File: src/rtl/uart_sram_tx_interface_pkg.sv
// Shared types and widths for the SRAM-to-UART transmit path.
package uart_sram_tx_interface_pkg;

  localparam int ADDR_W = 18;
  localparam int CNT_W  = 18;
  localparam int DATA_W = 16;
  localparam int BAUD_W = 9;

  typedef enum logic [2:0] {
    S_TX_IDLE,
    S_TX_READ_0,
    S_TX_READ_1,
    S_TX_READ_2,
    S_TX_START,
    S_TX_DATA,
    S_TX_STOP
  } tx_state_type;

  // The board-level FSM hands SRAM to this block while in S_UART_TX.
  typedef enum logic [1:0] {
    S_TOP_IDLE,
    S_UART_RX,
    S_UART_TX
  } top_state_type;

  function automatic logic [ADDR_W-1:0] next_address(input logic [ADDR_W-1:0] addr);
    return addr + ADDR_W'(1);
  endfunction

endpackage

File: src/rtl/uart_sram_tx_interface_if.sv
// Request, SRAM and line signals of the transmit block; slave is the transmitter side.
interface uart_sram_tx_interface_if;
  import uart_sram_tx_interface_pkg::*;

  logic              Start;
  logic [ADDR_W-1:0] Base_address;
  logic [CNT_W-1:0]  Word_count;
  logic [ADDR_W-1:0] SRAM_address;
  logic [DATA_W-1:0] SRAM_read_data;
  logic              SRAM_we_n;
  logic              UART_TX_O;
  logic              Busy;
  logic              Done;

  modport master (
    output Start, Base_address, Word_count, SRAM_read_data,
    input  SRAM_address, SRAM_we_n, UART_TX_O, Busy, Done
  );

  modport slave (
    input  Start, Base_address, Word_count, SRAM_read_data,
    output SRAM_address, SRAM_we_n, UART_TX_O, Busy, Done
  );

endinterface

File: src/rtl/uart_sram_tx_interface_serializer.sv
// 8N1 byte serializer; a load during the final stop cycle chains the next frame with no gap.
module uart_tx_serializer
  import uart_sram_tx_interface_pkg::*;
#(
  parameter int CLKS_PER_BIT = 434
) (
  input  logic       Clock,
  input  logic       Resetn,
  input  logic       load,
  input  logic [7:0] data,
  output logic       line,
  output logic       bit_end,
  output logic [3:0] bit_pos,
  output logic       frame_done
);

  localparam logic [BAUD_W-1:0] BAUD_LAST = BAUD_W'(CLKS_PER_BIT - 1);

  logic              active;
  logic [BAUD_W-1:0] baud_cnt;
  logic [7:0]        shift_reg;

  assign bit_end    = active && (baud_cnt == BAUD_LAST);
  assign frame_done = bit_end && (bit_pos == 4'd9);

  // bit_pos 0 is the start bit, 1..8 the data bits, 9 the stop bit.
  always_ff @(posedge Clock or negedge Resetn) begin
    if (!Resetn) begin
      line      <= 1'b1;
      active    <= 1'b0;
      baud_cnt  <= '0;
      bit_pos   <= '0;
      shift_reg <= '0;
    end else if (load) begin
      line      <= 1'b0;
      active    <= 1'b1;
      baud_cnt  <= '0;
      bit_pos   <= '0;
      shift_reg <= data;
    end else if (active) begin
      if (bit_end) begin
        baud_cnt <= '0;
        bit_pos  <= bit_pos + 4'd1;
        if (bit_pos == 4'd9) begin
          active <= 1'b0;
        end else if (bit_pos == 4'd8) begin
          line <= 1'b1;
        end else begin
          line <= shift_reg[bit_pos[2:0]];
        end
      end else begin
        baud_cnt <= baud_cnt + BAUD_W'(1);
      end
    end
  end

endmodule

File: src/rtl/uart_sram_tx_interface.sv
// Reads 16-bit words from SRAM and sends each as two 8N1 frames, high byte first.
module uart_sram_tx_interface
  import uart_sram_tx_interface_pkg::*;
#(
  parameter int CLKS_PER_BIT = 434
) (
  input logic                      Clock,
  input logic                      Resetn,
  uart_sram_tx_interface_if.slave  bus
);

  tx_state_type      state;
  logic [CNT_W-1:0]  words_left;
  logic [DATA_W-1:0] word_reg;
  logic              byte_sel;
  logic [ADDR_W-1:0] sram_address;
  logic              busy;
  logic              done;

  logic       ser_load;
  logic [7:0] ser_data;
  logic       ser_line;
  logic       bit_end;
  logic [3:0] bit_pos;
  logic       frame_done;

  // The low byte is loaded at the end of the high byte's stop bit, so the
  // data mux keys off the state rather than byte_sel.
  assign ser_load = (state == S_TX_READ_2) ||
                    ((state == S_TX_STOP) && frame_done && !byte_sel);
  assign ser_data = (state == S_TX_STOP) ? word_reg[7:0] : word_reg[15:8];

  uart_tx_serializer #(
    .CLKS_PER_BIT(CLKS_PER_BIT)
  ) u_serializer (
    .Clock      (Clock),
    .Resetn     (Resetn),
    .load       (ser_load),
    .data       (ser_data),
    .line       (ser_line),
    .bit_end    (bit_end),
    .bit_pos    (bit_pos),
    .frame_done (frame_done)
  );

  // SRAM data for the address registered on entry to READ_0 is valid two edges later.
  always_ff @(posedge Clock or negedge Resetn) begin
    if (!Resetn) begin
      state        <= S_TX_IDLE;
      words_left   <= '0;
      word_reg     <= '0;
      byte_sel     <= 1'b0;
      sram_address <= '0;
      busy         <= 1'b0;
      done         <= 1'b0;
    end else begin
      done <= 1'b0;
      case (state)
        S_TX_IDLE: begin
          if (bus.Start) begin
            if (bus.Word_count != '0) begin
              words_left   <= bus.Word_count;
              sram_address <= bus.Base_address;
              busy         <= 1'b1;
              state        <= S_TX_READ_0;
            end else begin
              done <= 1'b1;
            end
          end
        end
        S_TX_READ_0: state <= S_TX_READ_1;
        S_TX_READ_1: begin
          word_reg <= bus.SRAM_read_data;
          byte_sel <= 1'b0;
          state    <= S_TX_READ_2;
        end
        S_TX_READ_2: state <= S_TX_START;
        S_TX_START: begin
          if (bit_end) state <= S_TX_DATA;
        end
        S_TX_DATA: begin
          if (bit_end && (bit_pos == 4'd8)) state <= S_TX_STOP;
        end
        S_TX_STOP: begin
          if (frame_done) begin
            if (!byte_sel) begin
              byte_sel <= 1'b1;
              state    <= S_TX_START;
            end else if (words_left != CNT_W'(1)) begin
              words_left   <= words_left - CNT_W'(1);
              sram_address <= next_address(sram_address);
              state        <= S_TX_READ_0;
            end else begin
              words_left <= '0;
              busy       <= 1'b0;
              done       <= 1'b1;
              state      <= S_TX_IDLE;
            end
          end
        end
        default: state <= S_TX_IDLE;
      endcase
    end
  end

  assign bus.SRAM_address = sram_address;
  assign bus.SRAM_we_n    = 1'b1;
  assign bus.UART_TX_O    = ser_line;
  assign bus.Busy         = busy;
  assign bus.Done         = done;

endmodule

File: src/flat_wrapper.sv
// flat-port wrapper written by rule: the top's interface ports become plain ports
module uart_sram_tx_interface_flat import uart_sram_tx_interface_pkg::*;
#(
  parameter int CLKS_PER_BIT = 434
)
  (Clock, Resetn, bus_Start, bus_Base_address, bus_Word_count, bus_SRAM_read_data, bus_SRAM_address, bus_SRAM_we_n, bus_UART_TX_O, bus_Busy, bus_Done);
  uart_sram_tx_interface_if bus_i ();
  input logic Clock;
  input logic Resetn;
  input wire logic [$bits(bus_i.Start)-1:0] bus_Start;
  input wire logic [$bits(bus_i.Base_address)-1:0] bus_Base_address;
  input wire logic [$bits(bus_i.Word_count)-1:0] bus_Word_count;
  input wire logic [$bits(bus_i.SRAM_read_data)-1:0] bus_SRAM_read_data;
  output wire logic [$bits(bus_i.SRAM_address)-1:0] bus_SRAM_address;
  output wire logic [$bits(bus_i.SRAM_we_n)-1:0] bus_SRAM_we_n;
  output wire logic [$bits(bus_i.UART_TX_O)-1:0] bus_UART_TX_O;
  output wire logic [$bits(bus_i.Busy)-1:0] bus_Busy;
  output wire logic [$bits(bus_i.Done)-1:0] bus_Done;
  assign bus_i.Start = bus_Start;
  assign bus_i.Base_address = bus_Base_address;
  assign bus_i.Word_count = bus_Word_count;
  assign bus_i.SRAM_read_data = bus_SRAM_read_data;
  assign bus_SRAM_address = bus_i.SRAM_address;
  assign bus_SRAM_we_n = bus_i.SRAM_we_n;
  assign bus_UART_TX_O = bus_i.UART_TX_O;
  assign bus_Busy = bus_i.Busy;
  assign bus_Done = bus_i.Done;
  uart_sram_tx_interface #(.CLKS_PER_BIT(CLKS_PER_BIT)) u_core (.Clock(Clock), .Resetn(Resetn), .bus(bus_i));
endmodule
File: config.mk
export PLATFORM = sky130hd
export DESIGN_NAME = uart_sram_tx_interface_flat
export DESIGN_NICKNAME = d
export VERILOG_FILES = /design/src/rtl/uart_sram_tx_interface_pkg.sv /design/src/rtl/uart_sram_tx_interface_if.sv /design/src/rtl/uart_sram_tx_interface_serializer.sv /design/src/rtl/uart_sram_tx_interface.sv /design/src/flat_wrapper.sv
export SDC_FILE = /design/constraint.sdc
export NUM_CORES = 1
export LEC_CHECK = 0
export ABC_AREA = 1
export BUFFER_PORTS_ARGS = -buffer_cell sky130_fd_sc_hd__buf_2
export CAP_MARGIN = 0
export CORE_AREA = 4 4 98 100
export CTS_BUF_LIST = sky130_fd_sc_hd__clkbuf_2 sky130_fd_sc_hd__clkbuf_4 sky130_fd_sc_hd__clkbuf_8
export DETAILED_ROUTE_END_ITERATION = 16
export DIE_AREA = 0 0 102 104
export PLACE_DENSITY = 0.89
export SLEW_MARGIN = 20
export SYNTH_ARGS = -nofsm -noshare
export SYNTH_HDL_FRONTEND = slang
export SYNTH_SLANG_ARGS = --single-unit
File: constraint.sdc
create_clock -name Clock -period 2.15 [get_ports Clock]
set_input_delay 0.3225 -clock Clock [delete_from_list [all_inputs] [get_ports Clock]]
set_output_delay 0.3225 -clock Clock [all_outputs]
set_load 0.01 [all_outputs]
==> results of run 1 <==
[power groups by stage]
stage / combinational [mW] / sequential, mW / clock, mW
floorplan: 2.32 / 2.78 / 0
global route: 3.62 / 2.96 / 1.08
detailed placement: 3.10 / 2.87 / 0
global placement: 2.97 / 2.84 / 0
finish: 3.12 / 2.87 / 1.01
CTS: 3.13 / 2.85 / 1.02
[critical path, delay by kind of cell, from the launching register on]
family	cells	cell delay, ns
DFF	1	0.41
buffers and inverters	2	0.32
adders and majority gates	1	0.15
and+or+nand+nor	7	0.96
[synthesized netlist by cell type (5+ instances only)]
cell	count
xor2_1	10
clkbuf_1	5
dfrtp_1	80
nand3_1	52
nor2_2	5
buf_2	5
inv_2	5
ha_1	8
a21oi_1	7
nor2_1	74
nand4_1	6
xnor2_1	11
inv_1	45
nand2_4	5
nand2_1	373
o21ai_0	23
or2_2	6
[routing by layer]
layer,GRT usage [%],up-vias,wire length [um],share of wire (%)
met1,30.4,2280,5090,42
met3,3.96,28,826,6.8
met5,0,-,0,0
met4,8.53,0,231,1.9
met2,38.3,175,5910,49
li1,-,2528,-,-
[final cells by class]
| type | count | share of cell area [%] |
|---|---|---|
| sequential | 81 | 35.1 |
| multi-input combinational | 612 | 48.3 |
| inverter | 52 | 3.37 |
| tap | 108 | 2.34 |
| clock buffer | 10 | 2.27 |
| timing repair buffer | 83 | 8.05 |
| clock inverter | 5 | 0.584 |
[worst paths after layout]
kind	from	slack, ns	endpoint
min in group asynchronous	Resetn	0.44	u_core.words_left[9]$_DFFE_PN0P_
worst min-delay path	bus_SRAM_read_data[13]	0.16	u_core.word_reg[13]$_DFFE_PN0P_
worst max-delay path	u_core.u_serializer.baud_cnt[1]$_DFFE_PN0P_	0.24	u_core.u_serializer.line$_DFFE_PN1P_
worst min register to register	u_core.word_reg[6]$_DFFE_PN0P_	0.47	u_core.word_reg[6]$_DFFE_PN0P_
max in group asynchronous	Resetn	1.03	u_core.u_serializer.line$_DFFE_PN1P_
worst max register to register	u_core.u_serializer.baud_cnt[1]$_DFFE_PN0P_	0.24	u_core.u_serializer.line$_DFFE_PN1P_
[logic make-up (layout without fill, tap and decap cells)]
kind of cell / Yosys count / after routing / synth area share [%]
AND/OR/NAND/NOR: 539 / 539 / 43.8
AO/OA/AOI/OAI: 43 / 43 / 5.00
adder cells (fa/ha/maj): 8 / 8 / 1.95
flip-flops: 81 / 81 / 39.5
other: 1 / 1 / 0.0730
XOR/XNOR: 21 / 21 / 3.58
buffers and inverters: 70 / 150 / 6.04
[per-stage QoR]
stage | hold WS (ns) | instances | total power, mW | cell area, sq um | setup slack [ns]
5_1_grt | 0.169 | 951 | 7.66 | 5780 | 0.0515
6_report | 0.162 | 951 | 6.99 | 5780 | 0.242
3_5_place_dp | 0.298 | 935 | 5.97 | 5610 | 0.264
2_1_floorplan | 0.0269 | 763 | 5.10 | 5130 | 0.475
3_3_place_gp | 0.297 | 935 | 5.81 | 5610 | 0.377
4_1_cts | 0.150 | 951 | 6.99 | 5780 | 0.256
==> impl_metrics.csv, run 1 <==
group,metric,value,unit
outcome,status,"completed",
yosys,synth_nets,826,
clock_network,ctsHoldBuffers,1,
clock_network,cts_buffer_depth,2,
yosys,ys_ff_latch,81,
timing,maxSlewHeadroom,66.5,%
yosys,yosys_warnings,0,
finish,layout_common_cells,"nand2_1, dfrtp_1, nor2_1, buf_2, nand3_1",
critical_path,ff2ff_path_depth,10,
timing,layout_min_cycle_time,1.91,ns
global_routing,first_global_vias,4702,
power,powerDensity,1210,nW/um^2
route,viasPerCell,5.27,
placed_design,dp_hpwl,8.53,mm
floorplan,rows,34,
critical_path,crit_fanout,19,
placed_design,port_buffers,75,
yosys,yosysTopAreaCellShare,39.0,%
floorplan,core_area,8680,sq um
route,vias,5011,
finish,n_antenna_cell,0,
yosys,ys_async_sr_fraction,100,%
route,detail_route.iter0.violations,231,
power,p_int,3.78,mW
floorplan,die_area,10600,sq um
finish,drive_above_1_share,15.3,%
route,ant_nets,0,
power,net-switching-power,3.21,mW
power,switching_share,45.9,%
timing,max_freq,524,MHz
yosys,yosysTopAreaCell,"dfrtp_1",
timing,tightest_slew,0.503,ns
critical_path,cp-start-kind,"flip-flop",
route,routedWlPerCell,12.7,um
finish,nFillCells,772,
yosys,synth_edf_count,0,
power,clock_power_share,14.4,%
yosys,ys_seq_area_share,39.5,%
timing,finalCritPeriodShare,88.7,%
placed_design,routabilityCongestion,0.905,
critical_path,slowest_delay,0.41,ns
critical_path,crit_chain,"inv_1 -> ha_1 -> nand3_1 -> nor2_4 -> nand4_1 -> nand2_1 -> buf_4 -> nor2_1 -> nand2_1 -> nand2_1",
critical_path,cp.arrival,2.19,ns
critical_path,cpMostUsedCell,"nand2_1",
power,combPwrFrac,44.6,%
timing,setup_violations,0,
min_path,hp-class,"input port to flip-flop",
critical_path,endpoint_kind,"flip-flop",
min_path,min_path_cells,3,
clock_network,cts-root-buf,"clkbuf_8",
clock_network,cts_num_sinks,81,
yosys,synth_area_leaders,"dfrtp_1, nand2_1, nor2_1",
finish,postLayoutCoreUtil,66.7,%
yosys,syn_area,5130,sq um
timing,finalMaxSlewViolations,0,
clock_network,insertion_delay,0.36,ns
timing,skew,0.0166,ns
floorplan,die_h,104,um
global_routing,grt_max_degree,50,
critical_path,worstPathRequired,2.43,ns
floorplan,die_x,102,um
finish,regArea,2030,sq um
critical_path,crit_type,"flip-flop to flip-flop",
clock_network,post_cts_buffers,0,
finish,layout_commonest_cell,"nand2_1",
route,drt_pass1_iterations,5,
global_routing,grt_usage,23.2,%
clock_network,numCtsBuffers,9,
power,pwr-share-seq,41.0,%
yosys,postSynthAreaPerCell,6.73,sq um
clock_network,htreeDepth,3,
timing,fin_tns_setup,0,ns
yosys,ys_types,39,
global_routing,grt_pass1_wl,20.6,mm
finish,multi_input_area,2800,sq um
route,drcViolationCount,0,
clock_network,clkTransAtPathRegs,0.08,ns
power,max-vdd-ir-drop,700,uV
global_routing,antenna_found_initial,0,
clock_network,post_cts_resized,0,
timing,final_hold_viol_count,0,
flow_run,cap_viol_max_count,0,
global_routing,grt_overflow,0,
clock_network,cts_tree,"done",
yosys,synth_ff_type,"dfrtp_1",
route,wl,12.1,mm
yosys,syn_inst,763,
finish,area_delta_synth_final,12.7,%
finish,nNetsFinal,902,
critical_path,cpMaxStageDelayCell,"dfrtp_1",
floorplan,io_pins,77,
floorplan,start_util,59.2,%
power,p_leak,3.14,nW
timing,rsz0062_at_grt,"no",
Power figures use the tool's default switching activity.
==> inputs of run 2 (changes only) <==
- CORE_AREA: 4 4 98 100 -> 4 4 112 114
- DIE_AREA: 0 0 102 104 -> 0 0 116 118
- PLACE_DENSITY: 0.89 -> 0.72
- clock period: 2.15 -> 2.2 ns (I/O delays scaled with it)
==> run 2 against run 1 <==
Net effect: worst setup slack improved by 0.071 ns; first-iteration DRC count increased by 27%; register-to-register slack improved by 0.07 ns.
==> impl_metrics.csv, run 2 (synthesis gave the netlist of run 1 again) <==
group,metric,value,unit
outcome,status,"completed",
placed_design,dpl_cell_area,5660,sq um
clock_network,htreeDepth,3,
clock_network,ctsHoldBuffers,1,
global_routing,met2_usage,30.5,%
global_routing,grtUsageMet1,24.0,%
placed_design,dp_hpwl,8.79,mm
finish,final_cells,990,
clock_network,cts_buffer_depth,2,
timing,final_hold_viol_count,0,
finish,nNetsFinal,905,
route,drt_pass1_iterations,5,
critical_path,crit_buf_inv,3,
global_routing,antenna_found_initial,0,
critical_path,endpoint_kind,"flip-flop",
route,ant_nets,0,
timing,tightest_slew,0.550,ns
clock_network,cts-root-buf,"clkbuf_8",
min_path,hp-class,"input port to flip-flop",
finish,regArea,2030,sq um
timing,finalCritPeriodShare,85.7,%
global_routing,grt_pass1_wl,20.6,mm
floorplan,core_area,11400,sq um
global_routing,first_global_vias,4600,
route,drcViolationCount,0,
finish,area_delta_synth_final,14.4,%
global_routing,grtUsageMet3,3.60,%
timing,maxSlewHeadroom,63.3,%
min_path,min_path_cells,3,
critical_path,crit_chain,"inv_1 -> ha_1 -> nand3_1 -> inv_1 -> nand4_1 -> nand2_1 -> buf_4 -> nand2_1 -> o21ai_0",
timing,fin_tns_setup,0,ns
placed_design,port_buffers,75,
floorplan,die_h,118,um
critical_path,cp-start-kind,"flip-flop",
critical_path,crit_fanout,19,
global_routing,grt_usage,18.2,%
finish,n_antenna_cell,0,
clock_network,cts_num_sinks,81,
critical_path,worst-path-stages,9,
floorplan,rows,39,
route,wl,12.2,mm
flow_run,cap_viol_max_count,0,
placed_design,placedCellCount,973,
critical_path,worstPathRequired,2.47,ns
timing,hold_ws,0.155,ns
timing,layout_min_cycle_time,1.89,ns
timing,setup_violations,0,
floorplan,start_util,45.0,%
power,p_leak,3.17,nW
timing,rsz0062_at_grt,"no",
critical_path,crit_type,"flip-flop to flip-flop",
power,powerDensity,1180,nW/um^2
floorplan,die_area,13700,sq um
finish,layout_common_cells,"nand2_1, dfrtp_1, nor2_1, buf_2, nand3_1",
clock_network,post_cts_resized,0,
finish,nFillCells,1169,
finish,drive_above_1_share,15.7,%
global_routing,grt_overflow,0,
power,max-vdd-ir-drop,625,uV
clock_network,insertion_delay,0.37,ns
route,routedWlPerCell,12.3,um
timing,skew,0.0153,ns
floorplan,io_pins,77,
route,detail_route.iter0.violations,294,
critical_path,ff2ff_path_depth,9,
critical_path,cpMaxStageDelayCell,"dfrtp_1",
clock_network,cts_tree,"done",
route,viasPerCell,4.83,
finish,layout_commonest_cell,"nand2_1",
placed_design,routabilityCongestion,0.868,
critical_path,slowest_delay,0.46,ns
route,vias,4783,
finish,multi_input_area,2800,sq um
critical_path,cp.arrival,2.16,ns
timing,max_freq,530,MHz
critical_path,path_delay_family,"buffers and inverters",
finish,fin_area,5870,sq um
timing,finalMaxSlewViolations,0,
clock_network,numCtsBuffers,9,
floorplan,die_x,116,um
global_routing,busiest_layer,"met2",
global_routing,grt_max_degree,41,
clock_network,post_cts_buffers,0,
clock_network,clkTransAtPathRegs,0.09,ns
==> run 2: cell types whose count changed in the layout (fill, tap and decap cells not counted), sizes merged <==
cell / change
buf: +3
inv: +2
bufinv: +1
clkbuf: -1
clkinvlp: -1
==> run 2: metal layers <==
metal  up-vias  routed length [um]
li1       2531                   -
met1      2161                5740
met2        84                5760
met3         7                 587
met4         0                  98
met5         -                   0
==> run 2: layout make-up <==
type,count,area share [%]
Tap cell,143,3.05
Inverter,52,3.32
Sequential cell,81,34.5
Clock buffer,9,2.11
Clock inverter,7,1.32
Multi-Input combinational cell,612,47.6
Timing Repair Buffer,86,8.09
==> run 2: report_power, final <==
group,switching (mW),total [mW],leakage (nW),internal (mW)
Combinational,1.87,3.01,2.06,1.14
Clock,0.610,1.14,0.100,0.535
Sequential,0.643,2.78,1.01,2.14
Total,3.12,6.93,3.17,3.81
==> run 2: final timing paths <==
| check | slack [ns] | end | startpoint |
|---|---|---|---|
| setup / recovery | 0.31 | u_core.u_serializer.shift_reg[1]$_DFFE_PN0P_ | u_core.u_serializer.bit_pos[1]$_DFFE_PN0P_ |
| hold / removal | 0.16 | u_core.word_reg[10]$_DFFE_PN0P_ | bus_SRAM_read_data[10] |
| setup reg to reg | 0.31 | u_core.u_serializer.shift_reg[1]$_DFFE_PN0P_ | u_core.u_serializer.bit_pos[1]$_DFFE_PN0P_ |
| hold reg to reg | 0.47 | u_core.word_reg[6]$_DFFE_PN0P_ | u_core.word_reg[6]$_DFFE_PN0P_ |
| max in group asynchronous | 1.07 | u_core.u_serializer.baud_cnt[0]$_DFFE_PN0P_ | Resetn |
| min in group asynchronous | 0.48 | u_core.word_reg[0]$_DFFE_PN0P_ | Resetn |
==> run 2: through the flow <==
stage	worst slack, ns	utilization, %	power, mW
after global placement	0.410	49.6	5.75
after floorplan	0.525	-	4.98
after detailed placement	0.322	49.6	5.82
final	0.314	51.4	6.93
after CTS	0.302	51.4	6.98
after global routing	0.0478	51.4	7.58
==> run 2: worst register-to-register path: stages (launching register included) <==
cell and delay [ns]:
dfrtp_1 0.46, inv_1 0.13, ha_1 0.15, nand3_1 0.11, inv_1 0.18, nand4_1 0.17
nand2_1 0.20, buf_4 0.25, nand2_1 0.07, o21ai_0 0.08
==> inputs of run 3 (changes only) <==
- RECOVER_POWER: unset -> 100
==> run 3 against run 2 <==
Net effect: sequential cell count unchanged; clock skew down 0.00091 ns; cell area down 0.79%; power down 1.0%; core utilization down 0.41 points; critical path depth up 1; cell count unchanged; sequential share of layout area up 0.27 points; worst hold slack better by 0.0033 ns; global-route usage unchanged; via count down 0.21%; fmax down 3.0%; critical path type unchanged.
==> impl_metrics.csv, run 3 (synthesis gave the netlist of run 1 again) <==
group,metric,value,unit
global_routing,first_global_vias,4600,
global_routing,grt_usage,18.2,%
critical_path,cp-start-kind,"flip-flop",
global_routing,grt_pass1_wl,20.6,mm
finish,nFillCells,1190,
timing,final_hold_viol_count,0,
flow_run,cap_viol_max_count,0,
finish,fin_area,5830,sq um
timing,skew,0.0144,ns
floorplan,core_area,11400,sq um
finish,n_antenna_cell,0,
clock_network,post_cts_buffers,0,
clock_network,cts_buffer_depth,2,
global_routing,antenna_found_initial,0,
critical_path,worstPathRequired,2.50,ns
critical_path,crit_type,"flip-flop to flip-flop",
critical_path,cp.arrival,2.25,ns
floorplan,start_util,45.0,%
timing,tightest_slew,1.07,ns
power,p_leak,3.10,nW
clock_network,cts_num_sinks,81,
timing,rsz0062_at_grt,"no",
floorplan,io_pins,77,
power,powerDensity,1180,nW/um^2
placed_design,dpl_cell_area,5660,sq um
floorplan,die_area,13700,sq um
clock_network,insertion_delay,0.36,ns
clock_network,cts-root-buf,"clkbuf_8",
timing,fin_tns_setup,0,ns
route,drt_pass1_iterations,6,
outcome,status,"completed",
finish,drive_above_1_share,12.9,%
finish,layout_commonest_cell,"nand2_1",
clock_network,clkTransAtPathRegs,0.09,ns
route,ant_nets,0,
critical_path,crit_fanout,18,
route,vias,4773,
timing,maxSlewHeadroom,28.4,%
route,routedWlPerCell,12.3,um
route,wl,12.2,mm
global_routing,grt_overflow,0,
timing,max_freq,514,MHz
timing,setup_violations,0,
placed_design,port_buffers,75,
timing,finalCritPeriodShare,88.4,%
clock_network,cts_tree,"done",
power,finalPower,6.86,mW
critical_path,endpoint_kind,"flip-flop",
global_routing,grt_max_degree,41,
finish,layout_common_cells,"nand2_1, dfrtp_1, nor2_1, buf_2, nand3_1",
route,drcViolationCount,0,
route,detail_route.iter0.violations,298,
min_path,hp-class,"input port to flip-flop",
placed_design,dp_hpwl,8.79,mm
floorplan,rows,39,
finish,area_delta_synth_final,13.5,%
timing,hold_ws,0.158,ns
clock_network,numCtsBuffers,9,
floorplan,die_h,118,um
route,viasPerCell,4.82,
timing,layout_min_cycle_time,1.94,ns
power,max-vdd-ir-drop,602,uV
timing,finalMaxSlewViolations,0,
placed_design,routabilityCongestion,0.868,
finish,nNetsFinal,905,
clock_network,htreeDepth,3,
floorplan,die_x,116,um
==> run 3: cell count changes in the layout (fill, tap and decap cells not counted), sizes merged <==
cell / before / now
buf: 85 / 61
clkbuf: 9 / 33
==> run 3: power by group <==
group	internal [mW]	switching, mW
combinational	1.08	1.86
sequential	2.14	0.645
clock	0.535	0.603
==> run 3: cell type report <==
class	instances	area [sq um]	area share, %
inverter	52	195	3.35
tap	143	179	3.07
sequential	81	2030	34.8
timing repair buffer	86	439	7.54
clock inverter	7	77.6	1.33
clock buffer	9	124	2.13
multi-input combinational	612	2790	47.8
==> run 3: worst max-delay path, stage by stage, from the launching register on <==
cell and delay [ns]:
dfrtp_1 0.46, inv_1 0.13, ha_1 0.15, nand3_1 0.11, inv_1 0.18, nand2_4 0.09
nand2_1 0.20, nand2_4 0.13, nor2_8 0.26, nand2_1 0.10, nand2_1 0.08
==> run 3: path summary, 6_finish.rpt <==
kind / to / slack [ns] / start / depth (start not counted)
hold / removal: u_core.word_reg[10]$_DFFE_PN0P_ / 0.16 / bus_SRAM_read_data[10] / 3
hold reg to reg: u_core.word_reg[6]$_DFFE_PN0P_ / 0.47 / u_core.word_reg[6]$_DFFE_PN0P_ / 2
min in group asynchronous: u_core.words_left[0]$_DFFE_PN0P_ / 0.69 / Resetn / 2
setup reg to reg: u_core.bus.SRAM_address[3]$_DFFE_PN0P_ / 0.26 / u_core.u_serializer.bit_pos[1]$_DFFE_PN0P_ / 10
setup / recovery: u_core.bus.SRAM_address[3]$_DFFE_PN0P_ / 0.26 / u_core.u_serializer.bit_pos[1]$_DFFE_PN0P_ / 10
max in group asynchronous: u_core.u_serializer.baud_cnt[0]$_DFFE_PN0P_ / 0.50 / Resetn / 3
==> run 3: repair_timing <==
action,CTS,global route
hold endpoints to repair,38,0
hold buffers,1,0
gates resized for setup,0,0
==> run 3: stage by stage <==
step	cells	util, %	setup slack [ns]
final	990	51.0	0.255
after global routing	990	51.0	0.0562
after CTS	990	51.4	0.302
after detailed placement	973	49.6	0.322
after global placement	973	49.6	0.410
after floorplan	763	-	0.525
==> run 3: layer usage <==
layer	vias to the layer above	track usage [%]	share of wire, %
li1	2529	-	-
met1	2147	24.0	47
met2	88	30.5	47
met3	9	3.60	5.1
met4	0	4.35	0.96
met5	-	0	0
